<file path="config.mk">
export PLATFORM = sky130hd
export DESIGN_NAME = fetch_ctrl
export DESIGN_NICKNAME = d
export VERILOG_FILES = /design/src/rtl/fetch_pkg.sv /design/src/rtl/instret_ctr.sv /design/src/rtl/fetch_ctrl.sv
export SDC_FILE = /design/constraint.sdc
export NUM_CORES = 1
export LEC_CHECK = 0
export BUFFER_PORTS_ARGS = -buffer_cell sky130_fd_sc_hd__buf_2
export CORE_MARGIN = 5
export CORE_UTILIZATION = 56
export CTS_BUF_LIST = sky130_fd_sc_hd__clkbuf_8
export CTS_CLUSTER_DIAMETER = 40
export DETAILED_ROUTE_END_ITERATION = 7
export PLACE_DENSITY_LB_ADDON = 0.08
export SLEW_MARGIN = 15
export SYNTH_ARGS = -nofsm -noshare
export SYNTH_HDL_FRONTEND = slang
export SYNTH_SLANG_ARGS = --single-unit
</file>
<file path="constraint.sdc">
create_clock -name clk -period 7.64 [get_ports clk]
set_input_delay 0.382 -clock clk [delete_from_list [all_inputs] [get_ports clk]]
set_output_delay 0.382 -clock clk [all_outputs]
set_load 0.005 [all_outputs]
</file>
<file path="src/rtl/fetch_pkg.sv">
// Shared types and constants for the instruction fetch controller.
// Holds the fetch FSM states, the sequential PC step and the default boot address.
package fetch_pkg;

    typedef enum logic [1:0] {
        IDLE   = 2'd0,
        FETCH  = 2'd1,
        ISSUE  = 2'd2,
        HALTED = 2'd3
    } fetch_state_e;

    localparam logic [31:0] PC_INC           = 32'd4;
    localparam logic [31:0] DEFAULT_RESET_PC = 32'h0000_1000;

    // Instructions are word aligned; any target with low bits set is illegal.
    function automatic logic isAligned(input logic [31:0] addr);
        return (addr[1:0] == 2'b00);
    endfunction

endpackage

</file>
<file path="src/rtl/instret_ctr.sv">
// Retired-instruction counter: increments by one on each inc pulse, wrapping at 2^WIDTH.
module instret_ctr
    import fetch_pkg::*;
#(
    parameter int WIDTH = 32
) (
    input  logic             clk,
    input  logic             rst,
    input  logic             inc,
    output logic [WIDTH-1:0] count
);

    logic [WIDTH-1:0] count_q;
    logic [WIDTH-1:0] count_d;

    always_comb begin
        count_d = count_q;
        if (inc) begin
            count_d = count_q + WIDTH'(1);
        end
    end

    always_ff @(posedge clk or posedge rst) begin
        if (rst) begin
            count_q <= '0;
        end else begin
            count_q <= count_d;
        end
    end

    assign count = count_q;

endmodule

</file>
<file path="src/rtl/fetch_ctrl.sv">
// Single-outstanding instruction fetch controller: fetches one word at pc, holds it
// for the core until accepted, then advances/redirects/halts based on the accept.
module fetch_ctrl
    import fetch_pkg::*;
#(
    parameter logic [31:0] RESET_PC = DEFAULT_RESET_PC
) (
    input  logic        clk,
    input  logic        rst,
    output logic [31:0] pc,
    output logic        imem_req,
    output logic [31:0] imem_addr,
    input  logic        imem_ack,
    input  logic [31:0] imem_rdata,
    output logic [31:0] instr,
    output logic [31:0] instr_pc,
    output logic        instr_valid,
    input  logic        instr_ready,
    input  logic        redirect,
    input  logic [31:0] redirect_pc,
    input  logic        halt,
    input  logic        resume,
    output logic        halted,
    output logic        misalign_err,
    output logic [31:0] instret
);

    fetch_state_e state_q, state_d;
    logic [31:0]  pc_q, pc_d;
    logic [31:0]  instr_q, instr_d;
    logic [31:0]  instr_pc_q, instr_pc_d;
    logic         err_q, err_d;
    logic         retire;

    always_comb begin
        state_d    = state_q;
        pc_d       = pc_q;
        instr_d    = instr_q;
        instr_pc_d = instr_pc_q;
        err_d      = err_q;
        retire     = 1'b0;

        case (state_q)
            IDLE: begin
                state_d = FETCH;
            end
            FETCH: begin
                if (imem_ack) begin
                    instr_d    = imem_rdata;
                    instr_pc_d = pc_q;
                    state_d    = ISSUE;
                end
            end
            ISSUE: begin
                // A misaligned redirect is fatal: it wins over halt and does not retire.
                if (instr_ready) begin
                    if (redirect && !isAligned(redirect_pc)) begin
                        err_d   = 1'b1;
                        state_d = HALTED;
                    end else begin
                        pc_d    = redirect ? redirect_pc : (pc_q + PC_INC);
                        retire  = 1'b1;
                        state_d = halt ? HALTED : FETCH;
                    end
                end
            end
            HALTED: begin
                if (resume && !err_q) begin
                    state_d = FETCH;
                end
            end
            default: begin
                state_d = IDLE;
            end
        endcase
    end

    always_ff @(posedge clk or posedge rst) begin
        if (rst) begin
            state_q    <= IDLE;
            pc_q       <= RESET_PC;
            instr_q    <= '0;
            instr_pc_q <= '0;
            err_q      <= 1'b0;
        end else begin
            state_q    <= state_d;
            pc_q       <= pc_d;
            instr_q    <= instr_d;
            instr_pc_q <= instr_pc_d;
            err_q      <= err_d;
        end
    end

    instret_ctr #(
        .WIDTH (32)
    ) u_instret_ctr (
        .clk   (clk),
        .rst   (rst),
        .inc   (retire),
        .count (instret)
    );

    assign pc           = pc_q;
    assign imem_addr    = pc_q;
    assign imem_req     = (state_q == FETCH);
    assign instr        = instr_q;
    assign instr_pc     = instr_pc_q;
    assign instr_valid  = (state_q == ISSUE);
    assign halted       = (state_q == HALTED);
    assign misalign_err = err_q;

endmodule

</file>
==> impl_metrics.csv <==
group,metric,value,unit
global_routing,global_route.overflow_total,0,
worst_setup_path,worst_setup_path_end_kind,"flop",
finish,number_of_antenna_repair_diodes,0,
worst_setup_path,critical_path.startpoint_type,"flop",
global_routing,global_route.peak_usage_layer,"met2",
finish,finish.instance_area,0.00786,mm²
timing,max_freq,375,MHz
timing,final.setup_skew,14.0,ps
cts,clock_latency_of_the_later_clocked_register_in_the_worst_skew_pair,440,ps
run,number_of_violations_of_the_max_capacitance_limit,0,
global_routing,grt_first_pass_wirelength,28.7,mm
floorplan,num_io_pins,235,
power_and_ir_drop,p_comb_share,29.9,%
placed_design,post-dp-hpwl,12.5,mm
placed_design,place_inst,912,
global_routing,global_route.usage.met2,42.4,%
timing,hold_viol_final,0,
cts,gates_resized_cts_repair,0,
routing,detail_route.iter0.violations,403,
floorplan,die_width,117,µm
cts,cts-root-to-sink-buffers,2,
floorplan,fp.dieH,117,µm
power_and_ir_drop,seq_power_share,44.5,%
finish,fraction_of_final_layout_cells_sized_beyond_drive_strength_1,42.7,%
synth,synth_area_leaders,"dfrtp_1 50%, mux2_2 11%, buf_4 3.7%",
finish,most_common_library_cell_in_the_layout_ignoring_fill_and_taps,"buf_2",
routing,postRouteWirelength,17.5,mm
synth,synth_cell_type_count,62,
synth,synth_flop_cell,"dfrtp_1",
synth,async_flop_share,100,%
placed_design,placed_cell_area,0.00744,mm²
cts,tritoncts,"built",
routing,router_iterations_before_antenna_repair,5,
synth,portion_of_the_post_synthesis_area_used_by_sequential_elements,50.8,%
synth,synth_top_area_share,50.3,%
timing,period_share,34.9,%
timing,setup-tns-final,0,ps
global_routing,grt_util_met1,32.9,%
synth,synth_largest_area_cell,"dfrtp_1",
worst_setup_path,crit_path_max_fanout,19,
routing,antenna_left,0,
power_and_ir_drop,clk_pwr_share,25.6,%
power_and_ir_drop,int_power,1.62,mW
global_routing,grt_use_total,25.5,%
cts,clk_root_buffer_cell,"clkbuf_8",
power_and_ir_drop,powerDensity,304,mW/mm²
cts,numCtsBuffers,17,
floorplan,core_area,0.0114,mm²
synth,synthCells,600,
floorplan,initial_util,56.8,%
timing,timing.final.crit_period,2670,ps
cts,cts_htree_levels,4,
timing,grt_setup_unrepaired,"false",
synth,syn_nets,676,
global_routing,initial_antenna_violation_count,0,
cts,post_cts.repair.setup_buffers,0,
power_and_ir_drop,leakagePower,3.89,nW
synth,synthesized_area_per_cell,10.8,µm²
power_and_ir_drop,p_sw_share,32.1,%
timing,max_slew.worst_pin.slew,1120,ps
timing,setup_viol,0,
timing,final_max_slew_viol_count,0,
routing,vias,5586,
outcome,status,"finished clean",
power_and_ir_drop,power.ir.vdd_worst,0.216,mV
worst_setup_path,worstRegToRegCells,7,
power_and_ir_drop,power,2.39,mW
timing,worst_slew_margin_rel,24.9,%
routing,detail_route.wl_per_cell,18.5,µm
synth,netlist_area,0.00646,mm²
power_and_ir_drop,power_switching,769,µW
worst_setup_path,required,7970,ps
global_routing,grt_start_max_net_pins,83,
finish,final_cell_count_no_fill,944,
placed_design,gp_congestion,0.891,
synth,synth_seq_cells,131,
routing,routed_via_density,5.92,
worst_setup_path,arrival,3000,ps
routing,drc,0,
timing,worst_slack,4970,ps
cts,numClockSinks,131,
placed_design,buffer_ports.inserted,234,
placed_design,dpl_worst_slack,4920,ps
finish,layout.cells.most_common_list,"234 x buf_2, 130 x dfrtp_1, 61 x mux2_2, 35 x nand2_1, 33 x nand3_1",
floorplan,die_area,0.0138,mm²
cts,clkTransAtPathRegs,80,ps
cts,postCtsHoldBufs,0,
worst_hold_path,holdCritPathClass,"in2async",
global_routing,vias_in_the_first_global_route,5496,
floorplan,fp-row-count,39,
worst_setup_path,critPathKind,"reg2reg",
synth,edff_count_synth,0,
synth,ys.warnings.count,0,
global_routing,grt_use_met3,5.77,%
finish,design.final.nets,864,
finish,syn_to_layout_area_delta,21.7,%
==> layer usage <==
layer  vias to the layer above  share of wire (%)
met5                         -                  0
met4                         0                1.7
met3                        22                8.1
met2                       257                 50
met1                      2758                 40
li1                       2549                  -
==> flip-flops by register name (all words and copies together), names as in the netlist <==
signal               cells
misalign_err             1
instr_pc                32
u_instret_ctr.count     32
imem_addr               32
instr                   32
state_q                  2
==> final cells by class <==
type	instances	area, µm²
Fill cell	894	3510
Sequential cell	131	3280
Multi-Input combinational cell	386	2720
Timing Repair Buffer	238	1200
Clock buffer	21	289
Tap cell	143	179
Clock inverter	11	135
Inverter	14	55.1
==> cell usage after synthesis (all sizes together) (2+ instances only) <==
master   number
dfrtp       130
nand3b        2
and3          9
o22ai         9
or3           3
nand3        34
nand4        16
a21oi        21
or4           8
nand2        36
clkbuf       26
a22oi         4
o2bb2ai       2
o211ai        3
or2           3
xor2         19
a311oi        3
ha            5
and2          3
a41o          3
nor3         24
o21ai        20
o311ai        3
inv          14
a2bb2oi       2
nor4         16
buf          42
a211oi        6
and4         10
nor4b         2
xnor2        12
mux2         61
a31oi         3
nand2b        3
a211o         2
nor2         20
nor2b         3
==> stage by stage <==
| stage | hold WS [ps] | util, % |
|---|---|---|
| final | 17.6 | 69.2 |
| after global routing | 51.4 | 69.2 |
| after CTS | 16.2 | 69.2 |
| after detailed placement | 476 | 65.4 |
| after global placement | 464 | 65.4 |
| after floorplan | 464 | - |
==> worst paths after layout <==
path / startpoint / endpoint / slack, ps
setup / recovery: state_q[0] / u_instret_ctr.count[4] / 4970
hold / removal: rst / instr_pc[31] / 20
setup reg to reg: state_q[0] / u_instret_ctr.count[4] / 4970
hold reg to reg: instr_pc[24] / instr_pc[24] / 480
max in group asynchronous: rst / imem_addr[10] / 6170
min in group clk: imem_rdata[7] / instr[7] / 180
==> worst max-delay path: stages (launching register included) <==
cell	delay, ps
dfrtp_1	420
inv_1	80
ha_1	230
nand2_1	430
nor2_2	730
buf_4	360
nand4_1	150
xnor2_1	150
==> power by group through the flow <==
stage	combinational (mW)	sequential [mW]	clock, mW
3_5_place_dp	0.725	1.08	0
2_1_floorplan	0.452	1.05	0
4_1_cts	0.727	1.06	0.627
5_1_grt	0.787	1.10	0.663
3_3_place_gp	0.707	1.06	0
6_report	0.715	1.07	0.613
==> cells by family after synthesis <==
logic type	count (synthesis)	share of synthesized area, %
and+or+nand+nor	194	16.4
DFF	131	50.8
AOI/OAI and AO/OA	94	9.76
buffers and inverters	83	7.16
muxes	62	10.8
xor gates and xnor gates	31	4.20
adders and majority gates	5	0.968
No activity file was read; power rests on OpenSTA's default activity.
